File: src/rtl/mfp_sevenseg_pkg.sv
// rtl/mfp_sevenseg_pkg.sv - shared types and segment constants for the seven-segment scanner
package mfp_sevenseg_pkg;

  typedef enum logic {
    BLANK = 1'b0,
    SHOW  = 1'b1
  } scan_state_e;

  localparam logic [7:0] GLYPH_DASH = 8'h10;

  localparam logic [6:0] SEG_BLANK = 7'h7F;
  localparam logic [6:0] SEG_DASH  = 7'h3F;

  // Active-low {g,f,e,d,c,b,a} pattern for a hex nibble
  function automatic logic [6:0] hex_segments(input logic [3:0] nib);
    logic [6:0] s;
    case (nib)
      4'h0: s = 7'h40;
      4'h1: s = 7'h79;
      4'h2: s = 7'h24;
      4'h3: s = 7'h30;
      4'h4: s = 7'h19;
      4'h5: s = 7'h12;
      4'h6: s = 7'h02;
      4'h7: s = 7'h78;
      4'h8: s = 7'h00;
      4'h9: s = 7'h10;
      4'hA: s = 7'h08;
      4'hB: s = 7'h03;
      4'hC: s = 7'h46;
      4'hD: s = 7'h21;
      4'hE: s = 7'h06;
      default: s = 7'h0E;
    endcase
    return s;
  endfunction

endpackage

File: src/rtl/mfp_sevenseg_decoder.sv
// rtl/mfp_sevenseg_decoder.sv - glyph code to active-low segment pattern
module mfp_sevenseg_decoder
  import mfp_sevenseg_pkg::*;
(
  input  logic [7:0] code,
  output logic [6:0] seg
);

  always_comb begin
    seg = SEG_BLANK;
    if (code[7:4] == 4'h0) begin
      seg = hex_segments(code[3:0]);
    end else if (code == GLYPH_DASH) begin
      seg = SEG_DASH;
    end
  end

endmodule

File: src/rtl/mfp_sevenseg_scanner.sv
// rtl/mfp_sevenseg_scanner.sv - time-multiplexed eight-digit scan engine with per-slot blanking
module mfp_sevenseg_scanner
  import mfp_sevenseg_pkg::*;
#(
  parameter int SCAN_DIV     = 50000,
  parameter int BLANK_CYCLES = 500
) (
  input  logic        clk,
  input  logic        resetn,
  input  logic [7:0]  EN,
  input  logic [63:0] DIGITS,
  input  logic [7:0]  dp,
  output logic [7:0]  DISPENOUT,
  output logic [7:0]  DISPOUT,
  output logic        FRAME
);

  localparam int CW = (SCAN_DIV > 1) ? $clog2(SCAN_DIV) : 1;
  localparam logic [CW-1:0] CNT_LAST = CW'(SCAN_DIV - 1);
  localparam logic [CW-1:0] CNT_SNAP = CW'(BLANK_CYCLES - 1);

  logic [CW-1:0] cnt_q, cnt_d;
  logic [2:0]    idx_q, idx_d;
  scan_state_e   state_q, state_d;
  logic          snap_lit_q, snap_lit_d;
  logic [7:0]    snap_code_q, snap_code_d;
  logic          snap_dp_q, snap_dp_d;
  logic [6:0]    seg;
  logic [7:0]    anode_d, cathode_d;
  logic          frame_d;
  logic          slot_end, snap_now;

  // Decoding the snapshot's next value lets the registered outputs show the
  // freshly sampled digit on the very first SHOW cycle.
  mfp_sevenseg_decoder u_decoder (
    .code (snap_code_d),
    .seg  (seg)
  );

  always_comb begin
    slot_end    = (cnt_q == CNT_LAST);
    snap_now    = (cnt_q == CNT_SNAP);
    cnt_d       = slot_end ? '0 : cnt_q + 1'b1;
    idx_d       = slot_end ? idx_q + 3'd1 : idx_q;
    frame_d     = slot_end && (idx_q == 3'd7);

    snap_lit_d  = snap_lit_q;
    snap_code_d = snap_code_q;
    snap_dp_d   = snap_dp_q;
    if (snap_now) begin
      snap_lit_d  = ~EN[idx_q];
      snap_code_d = DIGITS[{idx_q, 3'b000} +: 8];
      snap_dp_d   = dp[idx_q];
    end

    state_d = state_q;
    case (state_q)
      BLANK:   if (snap_now) state_d = SHOW;
      SHOW:    if (slot_end) state_d = BLANK;
      default: state_d = BLANK;
    endcase

    anode_d   = 8'hFF;
    cathode_d = 8'hFF;
    if ((state_d == SHOW) && snap_lit_d) begin
      anode_d   = ~(8'h01 << idx_q);
      cathode_d = {~snap_dp_d, seg};
    end
  end

  always_ff @(posedge clk or negedge resetn) begin
    if (!resetn) begin
      cnt_q       <= '0;
      idx_q       <= 3'd0;
      state_q     <= BLANK;
      snap_lit_q  <= 1'b0;
      snap_code_q <= 8'h00;
      snap_dp_q   <= 1'b0;
      DISPENOUT   <= 8'hFF;
      DISPOUT     <= 8'hFF;
      FRAME       <= 1'b0;
    end else begin
      cnt_q       <= cnt_d;
      idx_q       <= idx_d;
      state_q     <= state_d;
      snap_lit_q  <= snap_lit_d;
      snap_code_q <= snap_code_d;
      snap_dp_q   <= snap_dp_d;
      DISPENOUT   <= anode_d;
      DISPOUT     <= cathode_d;
      FRAME       <= frame_d;
    end
  end

endmodule

File: config.mk
export PLATFORM = sky130hd
export DESIGN_NAME = mfp_sevenseg_scanner
export DESIGN_NICKNAME = d
export VERILOG_FILES = /design/src/rtl/mfp_sevenseg_pkg.sv /design/src/rtl/mfp_sevenseg_decoder.sv /design/src/rtl/mfp_sevenseg_scanner.sv
export SDC_FILE = /design/constraint.sdc
export NUM_CORES = 1
export LEC_CHECK = 0
export BUFFER_PORTS_ARGS = -buffer_cell sky130_fd_sc_hd__buf_4
export CORE_UTILIZATION = 39
export CTS_CLUSTER_SIZE = 28
export DETAILED_ROUTE_END_ITERATION = 6
export GPL_ROUTABILITY_DRIVEN = 0
export PLACE_DENSITY = 0.71
export SLEW_MARGIN = 5
export SYNTH_ARGS = -nofsm -noshare
export SYNTH_HDL_FRONTEND = slang
export SYNTH_SLANG_ARGS = --single-unit
File: constraint.sdc
create_clock -name clk -period 7.8 [get_ports clk]
set_input_delay 1.56 -clock clk [delete_from_list [all_inputs] [get_ports clk]]
set_output_delay 1.56 -clock clk [all_outputs]
set_load 0.01 [all_outputs]
# --- Yosys cells after proc, flatten, opt, wreduce, memory -nomap -nowiden ---
# Memories as Yosys holds them, arrays and structs flattened.
# Index checks and enable logic that the tools add are counted.
classes:
  add_sub_neg: 2
  order_cmp: 1
  eq_ne: 4
  shift: 2
  n_mux: 15
  bitwise: 4
  reduce_logical: 3
op_table:
  columns: ["operator", "n"]
  rows:
  - ["$shiftx A64 B7 Y8", 1]
  - ["$mux W8", 3]
  - ["$add A16 B1 Y16 const B", 1]
  - ["$eq A16 B16 Y1 const B", 1]
  - ["$eq A16 B9 Y1 const B", 1]
  - ["$mux W16", 1]
  - ["$mux W7", 2]
  - ["$eq A8 B5 Y1 const B", 1]
  - ["$not A8 Y8", 1]
  - ["$shl A1 B3 Y8 const A", 1]
  - ["$bmux W1 S3", 2]
  - ["$mux W1", 6]
  - ["$logic_not A4 Y1", 1]
  - ["$lt A3 B4 Y1 const B", 1]
  - ["$add A3 B1 Y3 const B", 1]
  - ["$eq A3 B3 Y1 const B", 1]
  - ["$not A1 Y1", 3]
  - ["$logic_and A1 B1 Y1", 2]
  - ["$pmux W1 S2", 1]
totals:
  ff_bits: 47
  rom_bits: 112
  input_bits: 82
  output_inout_bits: 17
  elab_cells: 41
  memories: 1
mem_list:
  columns: ["name", "depth", "word_bits", "read_ports", "rd_clocked_by_memory_dff", "wr", "line", "text"]
  rows:
  - ["(no name shown)", 16, 7, 1, 0, 0, "mfp_sevenseg_pkg.sv:17", "case (nib)"]

# --- Logic depth before layout (Yosys ltp) ---
logic_depth:
  ltp_word: 6
  depth_mapped: 11
  depth_no_buf: 10

# --- Modules after synthesis ---
# A second synthesis with hierarchy kept.
hier_totals:
  hier_cells: 240
  hier_area_um2: 2896.5
modules_own_cells:
  columns: ["mod", "instances", "cells_per_inst", "area_each_um2", "seq_area_each_um2"]
  rows:
  - ["mfp_sevenseg_scanner", 1, 198, 2549.9, 1196.1]
  - ["mfp_sevenseg_decoder", 1, 42, 346.6, 0.0]

# --- Worst setup path after synthesis ---
# Ideal clock, no wire load.
synth_timing:
  path_kind: "in2reg"
  startpoint: "input port DIGITS[24]"
  endpoint: "register DISPOUT[0]"
  setup_time_ns: 0.083
  t_arrival_ns: 3.512
  t_required_ns: 7.717
  setup_slack_ns: 4.205
  path_stages: 8
  n_path_buf: 0
  path_cell_list: "mux4_2 -> mux2_2 -> mux2i_1 -> inv_1 -> ha_1 -> or3_1 -> o21ai_1 -> o21ai_1"
synth_between:
  elab_chain_len: 5
synth_lines:
  columns: ["item", "line", "text"]
  rows:
  - ["start: declaration", "mfp_sevenseg_scanner.sv:11", "input logic [63:0] DIGITS,"]
  - ["$shiftx A64 B7 Y8", "mfp_sevenseg_scanner.sv:52", "snap_code_d = DIGITS[{idx_q, 3'b000} +: 8];"]
  - ["$mux W8", "mfp_sevenseg_scanner.sv:50", "if (snap_now) begin"]
  - ["via snap_code_d[0]", "mfp_sevenseg_scanner.sv:26", "logic [7:0] snap_code_q, snap_code_d;"]
  - ["$mem_v2 Z16 W7", null, null]
  - ["$mux W7", "mfp_sevenseg_decoder.sv:11", "if (code[7:4] == 4'h0) begin"]
  - ["$mux W8", "mfp_sevenseg_scanner.sv:65", "if ((state_d == SHOW) && snap_lit_d) begin"]
  - ["via cathode_d[0]", "mfp_sevenseg_scanner.sv:29", "logic [7:0] anode_d, cathode_d;"]
  - ["end signal: assignment", "mfp_sevenseg_scanner.sv:90", "DISPOUT <= cathode_d;"]
  - ["end: declaration", "mfp_sevenseg_scanner.sv:14", "output logic [7:0] DISPOUT,"]
# The timed path passes the listed nets, and every way through them passes these cells.
# A chain may end at the register's enable or synchronous reset.

# --- Final worst setup path ---
layout_timing:
  startpoint: "input port DIGITS[56]"
  endpoint: "register DISPOUT[0]"
# The elaborated chain is that of the path after synthesis.

==> impl_metrics.yaml <==
yosys:
  yosys_warnings: 0
  ys_ff_latch: 47
  synth_edf_count: 0
  synthFlopType: "dfrtp_1"
  yosys.cell_types.count: 46
  syn_area_um2: 2820
  synth_most_common_cell: "dfrtp_1"
  synth_top_area_share_pct: 27.5
  syn_avg_cell_area_um2: 12.4
  synthesis.instances: 228
  synth_area_leader_cell: "dfrtp_1"
  syn-num-nets: 323
  synth_commonest_cells: "dfrtp_1 (31), nand2_1 (21), mux4_2 (20)"
  synth_area_leaders: "dfrtp_1 (27%), mux4_2 (16%), dfstp_2 (15%)"
  synthArstFlopShare_pct: 100
  ys_seq_area_share_pct: 42.4
setup_path:
  rrSetupSlack_ps: 4580
  crit_chain: "buf_4 > mux4_2 > mux2_2 > mux2i_1 > inv_1 > ha_1 > or3_1 > o21ai_1 > o21ai_1"
  reg2reg_to: "DISPOUT[0]"
  reg2reg_from: "idx_q[1]"
  cp-start-kind: "input port"
  end_kind: "flop"
  crit_slowest_cell: "mux4_2"
  cp.required_ps: 8040
  worst-r2r-cell-count: 8
  cpPeakStageDelay_ps: 450
  critical_path_class: "in -> reg"
  crit_arrival_ps: 3850
  cp_max_fo: 6
  cp_common_cell: "o21ai_1"
hold_path:
  min_to: "cnt_q[0]"
  hp-start: "cnt_q[0]"
  holdPathStages: 1
  hp-class: "reg -> reg"
power:
  p_leak_nw: 1.65
  vdd_drop_max_uv: 60.2
  power_mw: 0.439
  powerDensity_nw_per_um2: 118
floorplanning:
  io_pins: 99
  rows: 30
  die_w_um: 87.1
  die_h_um: 87.1
  dieArea_um2: 7580
  core-area_um2: 6910
  initial_core_util_pct: 40.9
sta:
  rsz0062_at_grt: "no"
  hold_viol_final: 0
  timing.final.ws_setup_ps: 4190
  fin_tns_setup_ps: 0
  fin_skew_ps: 8.64
  slew_headroom_pct: 35.6
  max_freq_mhz: 277
  period_share_pct: 46.3
  hold_ws_ps: 459
  tightestPinTransition_ps: 967
  setup_viol: 0
  drv_slew: 0
  finalCriticalPeriod_ps: 3610
placement:
  hpwl_um: 4840
  dp_cells: 416
  placed_cell_area_um2: 3640
  dp_slack_ps: 3890
  io_buffers: 98
clock_tree:
  cts.sinks: 47
  clk_latency_ps: 310
  htreeDepth: 2
  cts_buffers: 5
  cts_tree: "yes"
  cts_setup_buffers: 0
  clkSlewWorstSetupHoldPaths_ps: 90
  root_buffer: "clkbuf_8"
  post_cts_resized: 0
  cts_hold_buf: 0
  ctsLongestPathBuffers: 2
grt:
  gr-total-overflow: 0
  busiest_layer: "met2"
  gr-usage-met1_pct: 24.6
  grt_pass1_vias: 2097
  antenna_found_initial: 0
  grt_max_degree: 48
  grt_usage_pct: 18.1
  grt_use_met3_pct: 3.89
  use_met2_pct: 29.0
  grt_pass1_wl_um: 10300
run:
  maxCapViolCount: 0
cells_and_area:
  drive_gt1_share_pct: 51.5
  final_area_um2: 3730
  num_antenna_cells: 0
  layout.nets: 422
  final_cells: 424
  fin_util_pct: 53.9
  fillers: 651
  syn2layout_area_growth_pct: 32.0
route:
  drt_first_pass_iters: 4
  wl_per_cell_um: 15.0
  drc: 0
  drt_iter0_drc: 145
  vias: 2137
  ant_nets: 0
  viasPerCell: 5.04
  totalWireLength_um: 6370
run_status:
  status: "completed"
[routing by layer]
metal	vias up	share of wire, %
met4	0	1.2
met2	79	49
met5	-	0
met1	1022	44
met3	5	5.6
li1	1031	-
[placed cells by master (no fill, tap or decap), types with 2 or more instances in the layout]
master	n
and3_1	5
nor4_4	2
clkbuf_8	5
and3_2	2
inv_1	10
buf_4	100
and2_1	3
or4_4	3
mux2i_2	2
nor2_1	14
a21oi_1	5
dfstp_2	16
o221ai_1	2
clkinv_2	2
xor2_1	9
mux4_2	20
ha_1	13
xnor2_1	5
o21ai_1	3
mux2i_1	5
mux2_2	9
o211ai_1	4
o21ai_0	6
dfrtp_1	31
nand4b_1	2
nand2_1	21
nand3_1	8
inv_2	3
[critical path: cells and delay by family]
kind / cells / cell delay (ps)
AO/OA/AOI/OAI: 2 / 160
adder cells (fa/ha/maj): 1 / 290
buffers and inverters: 2 / 320
multiplexers: 3 / 1140
AND/OR/NAND/NOR: 1 / 370
[kinds of logic after synthesis]
group                    after synthesis  synth area share (%)
flip-flops                            47                  42.4
XOR/XNOR                              14                  4.34
AO/OA/AOI/OAI                         26                  6.56
buffers and inverters                 21                  3.99
adder cells (fa/ha/maj)               13                  5.76
multiplexers                          37                  22.8
AND/OR/NAND/NOR                       70                  14.1
[report_power, final]
part | leakage [nW] | switching [mW] | internal, mW
combinational | 1.03 | 0.0126 | 0.0338
clock | 0.0483 | 0.0857 | 0.0632
sequential | 0.577 | 0 | 0.244
[sequential cells by signal, summed over array words and instances, names as in the netlist, 3 cells and up]
signal       cells
cnt_q           16
DISPENOUT        8
DISPOUT          8
snap_code_q      8
idx_q            3
[layout make-up]
class,count,area [um2],area share [%]
clock inverter,3,18.8,0.504
clock buffer,5,68.8,1.85
sequential,47,1200,32.1
multi-input combinational,160,1520,40.9
timing repair buffer,100,751,20.1
inverter,13,48.8,1.31
tap,96,120,3.22
[how the worst max path moves through the flow]
stage,cells after the start,startpoint,end,slack [ps]
3_5_place_dp,9,DIGITS[56],DISPOUT[0],3890
5_1_grt,9,DIGITS[56],DISPOUT[0],4050
4_1_cts,9,DIGITS[56],DISPOUT[0],4220
3_3_place_gp,9,DIGITS[24],DISPOUT[0],4000
6_report,9,DIGITS[56],DISPOUT[0],4190
2_1_floorplan,8,DIGITS[24],DISPOUT[0],4200
No activity file was read; power rests on OpenSTA's default activity.
